===== config.mk =====
export PLATFORM = sky130hd
export DESIGN_NAME = vga_frame_capture
export DESIGN_NICKNAME = d
export VERILOG_FILES = /design/src/rtl/vga_frame_capture.sv
export SDC_FILE = /design/constraint.sdc
export NUM_CORES = 1
export LEC_CHECK = 0
export ABC_AREA = 1
export CAP_MARGIN = 20
export CELL_PAD_IN_SITES_DETAIL_PLACEMENT = 1
export CELL_PAD_IN_SITES_GLOBAL_PLACEMENT = 1
export CORE_ASPECT_RATIO = 1.4
export CORE_MARGIN = 8
export CORE_UTILIZATION = 53
export DETAILED_ROUTE_END_ITERATION = 7
export PLACE_DENSITY = 0.84
export REMOVE_ABC_BUFFERS = 1
export SLEW_MARGIN = 20
export SYNTH_ARGS = -nofsm -noshare
export SYNTH_HDL_FRONTEND = slang
export SYNTH_SLANG_ARGS = --single-unit
export TNS_END_PERCENT = 30

===== constraint.sdc =====
create_clock -name clock -period 6.49 [get_ports clock]
set_input_delay 0.9735 -clock clock [delete_from_list [all_inputs] [get_ports clock]]
set_output_delay 0.9735 -clock clock [all_outputs]
set_load 0.03 [all_outputs]

===== src/rtl/vga_frame_capture.sv =====
// ============================================================================
// Module   : vga_frame_capture
// Brief    : 2x2 decimating frame grabber feeding a valid/ready framebuffer FIFO
// Revision : 1.0
// ============================================================================
`default_nettype none

module vga_frame_capture #(
  parameter int H_ACTIVE   = 800,
  parameter int V_ACTIVE   = 600,
  parameter int FIFO_DEPTH = 16,
  parameter int ADDR_W     = 17,
  localparam int PW        = $clog2(FIFO_DEPTH),
  localparam int LW        = PW + 1
) (
  input  logic              clock,
  input  logic              reset,
  input  logic [11:0]       display_col,
  input  logic [10:0]       display_row,
  input  logic              visible,
  input  logic [11:0]       pixel_in,
  input  logic              capture_en,
  output logic              wr_valid,
  input  logic              wr_ready,
  output logic [ADDR_W-1:0] wr_addr,
  output logic [11:0]       wr_data,
  output logic              frame_done,
  output logic              overflow,
  output logic [LW-1:0]     fifo_level
);

  localparam int XW = $clog2(H_ACTIVE + 1);
  localparam int YW = $clog2(V_ACTIVE + 1);
  localparam int EW = ADDR_W + 12;

  typedef enum logic [1:0] {
    S_IDLE    = 2'd0,
    S_CAPTURE = 2'd1,
    S_DRAIN   = 2'd2
  } state_t;

  state_t              r_state;
  logic                r_vis_prev;
  logic [XW-1:0]       r_x;
  logic [YW-1:0]       r_y;
  logic [ADDR_W-1:0]   r_addr;
  logic                r_smp_valid;
  logic [ADDR_W-1:0]   r_smp_addr;
  logic [11:0]         r_smp_data;
  logic [EW-1:0]       r_mem [FIFO_DEPTH];
  logic [PW:0]         r_wptr;
  logic [PW:0]         r_rptr;
  logic                r_overflow;
  logic                r_frame_done;

  logic                w_fall;
  logic                w_sample;
  logic [LW-1:0]       w_level;
  logic                w_empty;
  logic                w_full;
  logic                w_pop;
  logic                w_push_ok;
  logic                w_drop;
  logic [EW-1:0]       w_head;
  logic                w_unused;

  assign w_unused  = ^display_col;

  assign w_fall    = r_vis_prev & ~visible;
  assign w_sample  = (r_state == S_CAPTURE) && visible && !r_x[0] && !r_y[0] &&
                     (r_x < XW'(H_ACTIVE)) && (r_y < YW'(V_ACTIVE));

  assign w_level   = r_wptr - r_rptr;
  assign w_empty   = (w_level == '0);
  assign w_full    = (w_level == LW'(FIFO_DEPTH));
  assign w_pop     = !w_empty && wr_ready;
  // A full FIFO still accepts a push when the head leaves in the same cycle.
  assign w_push_ok = r_smp_valid && (!w_full || w_pop);
  assign w_drop    = r_smp_valid && w_full && !w_pop;

  assign w_head     = r_mem[r_rptr[PW-1:0]];
  assign wr_valid   = !w_empty;
  assign wr_addr    = w_empty ? '0 : w_head[EW-1:12];
  assign wr_data    = w_empty ? '0 : w_head[11:0];
  assign fifo_level = w_level;
  assign overflow   = r_overflow;
  assign frame_done = r_frame_done;

  always_ff @(posedge clock) begin
    if (w_push_ok) begin
      r_mem[r_wptr[PW-1:0]] <= {r_smp_addr, r_smp_data};
    end
  end

  always_ff @(posedge clock) begin
    if (reset) begin
      r_state      <= S_IDLE;
      r_vis_prev   <= 1'b0;
      r_x          <= '0;
      r_y          <= '0;
      r_addr       <= '0;
      r_smp_valid  <= 1'b0;
      r_smp_addr   <= '0;
      r_smp_data   <= '0;
      r_wptr       <= '0;
      r_rptr       <= '0;
      r_overflow   <= 1'b0;
      r_frame_done <= 1'b0;
    end else begin
      r_vis_prev   <= visible;
      r_frame_done <= 1'b0;
      // Samples are staged one cycle, so a retained pixel reaches the head two edges later.
      r_smp_valid  <= w_sample;
      if (w_sample) begin
        r_smp_addr <= r_addr;
        r_smp_data <= pixel_in;
        r_addr     <= r_addr + 1'b1;
      end
      if (w_push_ok) r_wptr <= r_wptr + 1'b1;
      if (w_pop)     r_rptr <= r_rptr + 1'b1;
      if (w_drop)    r_overflow <= 1'b1;

      case (r_state)
        S_IDLE: begin
          if (capture_en && (display_row == '0)) begin
            r_state <= S_CAPTURE;
            r_x     <= '0;
            r_y     <= '0;
            r_addr  <= '0;
          end
        end
        S_CAPTURE: begin
          if (w_fall) begin
            r_x <= '0;
            r_y <= r_y + 1'b1;
            if (r_y == YW'(V_ACTIVE - 1)) r_state <= S_DRAIN;
          end else if (visible && (r_x < XW'(H_ACTIVE))) begin
            r_x <= r_x + 1'b1;
          end
        end
        S_DRAIN: begin
          if (w_empty && !r_smp_valid) begin
            r_state      <= S_IDLE;
            r_frame_done <= 1'b1;
          end
        end
        default: r_state <= S_IDLE;
      endcase
    end
  end

endmodule

`default_nettype wire


==> run metrics, run 1 <==
complex-gate fraction of the synthesized area 11.1%; worst slew pin tran ~1300 ps; area growth from synthesis to layout 12.6%; Root Buffer Master clkbuf_16; placed cell areas about 24000 µm²; f_max 198 MHz; clock sink count between 500 and 600; crit-path max FO 29; antenna cell count 0; drt via density about 6.2; post-synthesis sequential area ratio 69.0%; final period utilization 78.0%; Buffers & Inverters on Critical Path 6; Clock Skew 31.3 ps; I/O pins 77; Fillers 4336; Post-synth EDFFs ~460; Critical R2R Launch r_wptr[0]; R2R Setup Slk a little under 3000 ps; PwrDens 303 nW/µm²; largest family of logic cells by synthesized area simple AND/OR/NAND/NOR gates; drt total wl about 66000 µm; Final Hold Viols 0; proportion of synthesized area in mux cells 0%; number of DRC markers in iteration 0 about 1300; cells after synthesis 2042; Slowest cell on crit path clkdlybuf4s50_1; status completed; Die Y roughly 260 µm; CP arrival between 4000 and 5000 ps; Leak Pwr 0.00936 µW; post_cts resized 0; crit-path leading delay family buffers and inverters; Final TNS setup 0 ps; Cell Count, Final, Fillers Out 2659; Clk pin slew, worst setup/hold paths roughly 60 ps; maximum vdd drop 0.192 mV; initial antenna violation count 0; worst endpoint required time roughly 5500 ps; Post CTS Setup Buffer Count 0; vias in the first global route 17700; Overflow after GRT 0; worst hold path type reg2reg; Pre-Repair DR Iteration Count 5; crit path kind reg2out; later-pin clock latency in the skew report approximately 590 ps; number of placement rows a little under 90; Seq cells post-synth between 500 and 600; unrepaired setup endpoints after global routing no; Async SR Flop Fraction 0%; crit end category primary output; Post-CTS Hold Fix Bufs 0; pin count of the biggest net entering global routing around 230; syn avg cell area about 11 µm²; Clock Path Buffers 3; first-pass GRT wire length ~100000 µm; Core Region 42200 µm²; share of cells above drive strength 1 between 7 and 8%; die area between 40000 and 50000 µm²; Placer Congestion between 0.8 and 0.9; critical path depth in cells 13; Worst path max stage delay roughly 650 ps; Slew headroom 15.4%; ys flop type edfxtp_1; Inserted Clock Buffers 51; Post-Synth Simple-Gate Area between 10 and 15%; most used cell, CP inv_1; H-Tree Level Count 2; HPWL after DPL ~35000 µm; Finished Cell Area between 20000 and 30000 µm²; synth unique cells 40; Vias approximately 16000; CTS tree yes; Tmin final ~5100 ps; Critical path origin r_wptr[0]; Inst Count DP roughly 2600; Post-Synth XOR/XNOR Area less than 1%; Initial Utilization between 50% and 60%; max-slew violations 0; synth warn 0; Reg-to-Reg End r_mem[14][8]; mapped cell area ~23000 µm²; remaining antenna violation count after routing 0; DRC violations left 0; MaxCap Viol Count 0; reg2reg path depth 13; total power about 7700 µW; Critical Path Start Type register; CP Capture Point wr_addr[4]; I/O Buffers 64; Final Net Count 2125; crit-path cells inv_1 > ha_1 > inv_1 > fa_1 > inv_1 > nand2_1 > nor2_1 > inv_1 > nor2_4 > nand2_2 > inv_2 > nor2_1 > clkdlybuf4s50_1; routed length per instance about 25 µm; final setup fails 0; Total Routing Usage GR around a quarter; Die W approximately 190 µm; Adder-Cell Fraction of Synth Area less than 1%; Core Util, Final just over 60%
==> power breakdown <==
group | leakage, µW | internal, µW | switching (µW) | total (µW)
Sequential | 0.00538 | 3780 | 22.5 | 3800
Combinational | 0.00315 | 299 | 623 | 922
Clock | 0.000832 | 1700 | 1320 | 3010
Total | 0.00936 | 5770 | 1960 | 7740
==> Yosys cell counts (2+ instances only) <==
master / count / area, µm²
o21ai_0: 35 / 175
buf_2: 47 / 235
clkbuf_1: 52 / 195
ha_1: 12 / 150
xor2_1: 10 / 87.6
nand2_1: 523 / 1960
a31oi_1: 2 / 12.5
edfxtp_1: 464 / 13900
nor3_1: 7 / 35.0
buf_1: 10 / 37.5
inv_1: 72 / 270
a21oi_1: 285 / 1430
dfxtp_1: 86 / 1720
nand4_1: 18 / 113
a22oi_1: 116 / 871
buf_6: 3 / 33.8
inv_2: 5 / 18.8
nor2_2: 4 / 25.0
nor4_1: 2 / 12.5
buf_4: 6 / 45.0
nand2_2: 3 / 18.8
nor2_1: 143 / 537
nand3_1: 120 / 601
==> final cells by class <==
type,count,area (µm²),share of cell area (%)
tap,546,683,2.68
timing repair buffer,95,898,3.52
clock inverter,32,273,1.07
inverter,77,295,1.16
sequential,550,15700,61.4
clock buffer,62,1400,5.48
multi-input combinational,1297,6310,24.7
==> placed cells by master, fill, tap and decap left out, drive strengths merged, types with 4 or more instances in the layout <==
master	Yosys	final
a21oi	286	286
a22oi	116	116
buf	66	31
bufinv	0	4
clkbuf	52	62
clkdlybuf4s50	0	64
clkinv	0	24
dfxtp	86	86
edfxtp	464	464
ha	12	12
inv	77	79
nand2	526	526
nand3	121	121
nand4	18	18
nor2	149	149
nor3	7	7
o21ai	37	37
xor2	10	10
==> flip-flops by register name (all words and copies together) (netlist names), named ones only <==
signal / cells
frame_done: 1
overflow: 1
r_addr: 17
r_mem: 464
r_rptr: 5
r_smp_addr: 17
r_smp_data: 12
r_smp_valid: 1
r_state: 2
r_vis_prev: 1
r_wptr: 5
r_x: 10
r_y: 10
==> worst register-to-register path: cells and delay by family (launching register included) <==
kind            cells  cell delay [ps]
buf+inv             5             1020
flops               1              370
compound gates      1              120
fa+ha+maj           2              690
simple gates        5              930
==> metrics by stage <==
step | hold WS [ps] | worst slack, ps
5_1_grt | 520 | 1130
3_5_place_dp | 465 | 1990
6_report | 476 | 1430
2_1_floorplan | 446 | -2760
4_1_cts | 484 | 1330
3_3_place_gp | 466 | 2130
==> worst min-delay path by stage <==
stage	slack, ps	cells after the start	endpoint	start
detailed placement	460	2	overflow	overflow
finish	480	2	overflow	overflow
global route	520	2	r_x[6]	r_x[6]
floorplan	450	2	r_wptr[4]	r_wptr[4]
global placement	470	2	r_x[6]	r_x[6]
CTS	480	2	r_x[6]	r_x[6]
==> cell families after synthesis <==
logic type,Yosys count
AOI/OAI and AO/OA,443
DFF,550
adders and majority gates,13
xor gates and xnor gates,11
and+or+nand+nor,830
buffers and inverters,195
==> metal layers <==
layer	up-vias	global-route usage (%)	part of all wire (%)	routed length, µm
met5	-	0	0	0
met4	0	13.1	4.5	2950
met3	177	3.53	6.7	4400
met2	708	46.4	52	34100
met1	8264	30.9	37	24600
li1	7284	-	-	-
Power figures use the tool's default switching activity.
==> run 2, diff against run 1 <==
CORE_UTILIZATION = 49   (was 53)
PLACE_DENSITY = 0.79   (was 0.84)
clock period = 4.9 ns   (was 6.49 ns; I/O delays follow)
==> run metrics, run 2 (synthesized netlist as in run 1, its figures left out) <==
remaining antenna violation count after routing 0 (unchanged); Leak Pwr 0.00940 µW (+0.43%); CP arrival 3860 ps (-230 ps); f_max between 200 and 250 MHz; Core Region 45800 µm² (+8.6%); min-delay src overflow; Root Buffer Master clkbuf_16; sequential cell fraction of total power 48.8% (-0.3 points); Pre-Repair DR Iteration Count 5 (unchanged); crit path kind reg2out; Final Hold Viols 0 (unchanged); max-slew violations 0 (unchanged); Inserted Clock Buffers 53 (+3.9%); Cell Count, Final, Fillers Out 2745 (+3.2%); H-Tree Level Count 2 (unchanged); I/O Buffers 64 (unchanged); crit end category primary output; drt via density 6.03 (-2.5%); clock sink count 550 (unchanged); crit-path max FO 18 (-38%); Final TNS setup 0 ps (unchanged); later-pin clock latency in the skew report 590 ps (about the same); Post CTS Setup Buffer Count 0 (unchanged); initial antenna violation count 0 (unchanged); Post-CTS Hold Fix Bufs 0 (unchanged); Finished Cell Area 25800 µm² (+1.1%); Die W 198 µm (+3.7%); critical path depth in cells 14 (+1); Initial Utilization 49.5% (-4.3 points); post_cts resized 0 (unchanged); Clock Skew 26.0 ps (-5.22 ps); Overflow after GRT 0 (unchanged); Final Net Count 2138 (+0.61%); most frequent cells in the layout nand2_1, edfxtp_1, a21oi_1; first-pass GRT wire length 104000 µm (+3.3%); pin count of the biggest net entering global routing 117 (-50%); CTS tree yes; status completed; Critical path origin r_wptr[0]; switching power 2650 µW (+35%); Buffers & Inverters on Critical Path 7 (+1); routed length per instance 24.8 µm (-0.10%); vias in the first global route 17900 (+1.1%); PwrDens 400 nW/µm² (+32%); maximum vdd drop 0.244 mV (+27%); unrepaired setup endpoints after global routing no; crit-path leading delay family buffers and inverters; Slew headroom 26.9% (+11 points); placed cell areas 24100 µm² (+1.1%); final period utilization between 90% and 100%; worst endpoint required time 4160 ps (-1360 ps); Vias 16500 (+0.66%); Core Util, Final 56.3% (-4.2 points); share of cells above drive strength 1 7.66% (+0.42 points); commonest non-fill, non-tap cell in the layout nand2_1; worst hold path type reg2reg; Comb power frac 12.2% (+0.3 points); I/O pins 77 (unchanged); max reg flops 464 (unchanged); Critical Path Start Type register; number of placement rows 93 (+4.5%); pre-CTS setup slack 862 ps (-1130 ps); sw frac 25.7% (+0.37 points); reg2reg path depth 14 (+1); R2R Setup Slk 1270 ps (-1710 ps); Fillers 4808 (+11%); worst slew pin tran 1090 ps (-174 ps); antenna cell count 0 (unchanged); most used cell, CP inv_1; area growth from synthesis to layout 13.8%; Die Y 271 µm (+3.8%); DRC violations left 0 (unchanged); Worst Hold Depth 2 (unchanged); drt total wl 68100 µm (+3.1%); Placer Congestion 0.790 (-3.1%); Clk pwr share 39.0% (about the same); Total Routing Usage GR 25.2% (-1.1 points); HPWL after DPL 36800 µm (+4.7%); Worst Slack Setup Final 307 ps (-1120 ps); die area 53500 µm² (+7.6%); MaxCap Viol Count 0 (unchanged); Cell Int Power 7660 µW (+33%); crit-path cells inv_1 > ha_1 > inv_1 > fa_1 > inv_1 > nand2_1 > nor2_1 > inv_1 > nor2_4 > nand2_2 > inv_2 > buf_12 > nor2_1 > clkdlybuf4s50_1; Inst Count DP 2647 (+3.2%); Clk pin slew, worst setup/hold paths 60 ps (about the same); Tmin final between 4000 and 5000 ps; Critical R2R Launch r_wptr[0]; final setup fails 0 (unchanged); Slowest cell on crit path clkdlybuf4s50_1; number of DRC markers in iteration 0 1502 (+11%); Worst path max stage delay 590 ps (-60 ps); Clock Path Buffers 3 (unchanged)
[run 2: through the flow]
| stage | power (µW) | hold WS [ps] |
|---|---|---|
| finish | 10300 | 482 |
| floorplan | 5900 | 446 |
| CTS | 10400 | 488 |
| global placement | 6320 | 466 |
| global route | 10600 | 519 |
| detailed placement | 6370 | 465 |
[run 2: power by group through the flow]
| stage | clock network, µW | registers [µW] | logic (µW) |
|---|---|---|---|
| 2_1_floorplan | 0 | 5190 | 716 |
| 3_3_place_gp | 0 | 5130 | 1190 |
| 3_5_place_dp | 0 | 5130 | 1240 |
| 4_1_cts | 4060 | 5030 | 1260 |
| 5_1_grt | 4210 | 5030 | 1360 |
| 6_report | 4020 | 5030 | 1260 |
[run 2: cell type report]
type                            count  area (µm²)  share of cell area, %
Sequential cell                   550       15700                   60.7
Multi-Input combinational cell   1297        6310                   24.5
Clock buffer                       70        1480                   5.75
Timing Repair Buffer              106        1070                   4.14
Tap cell                          617         772                   2.99
Inverter                           77         295                   1.14
Clock inverter                     28         201                  0.781
[run 2: per-layer routing]
metal / share of wire [%] / track usage [%]
met4: 4.9 / 12.2
met5: 0 / 0
met3: 5.8 / 3.52
met2: 51 / 43.6
met1: 38 / 30.4
[run 2: worst min-delay path: stages, from the launching register on]
cell and delay, ps:
dfxtp_1 330, a31oi_1 40, nor2_1 70
[run 2: path summary, 6_finish.rpt]
path                  end
min reg2reg      overflow
max reg2reg  r_mem[7][10]
min              overflow
max            wr_data[2]
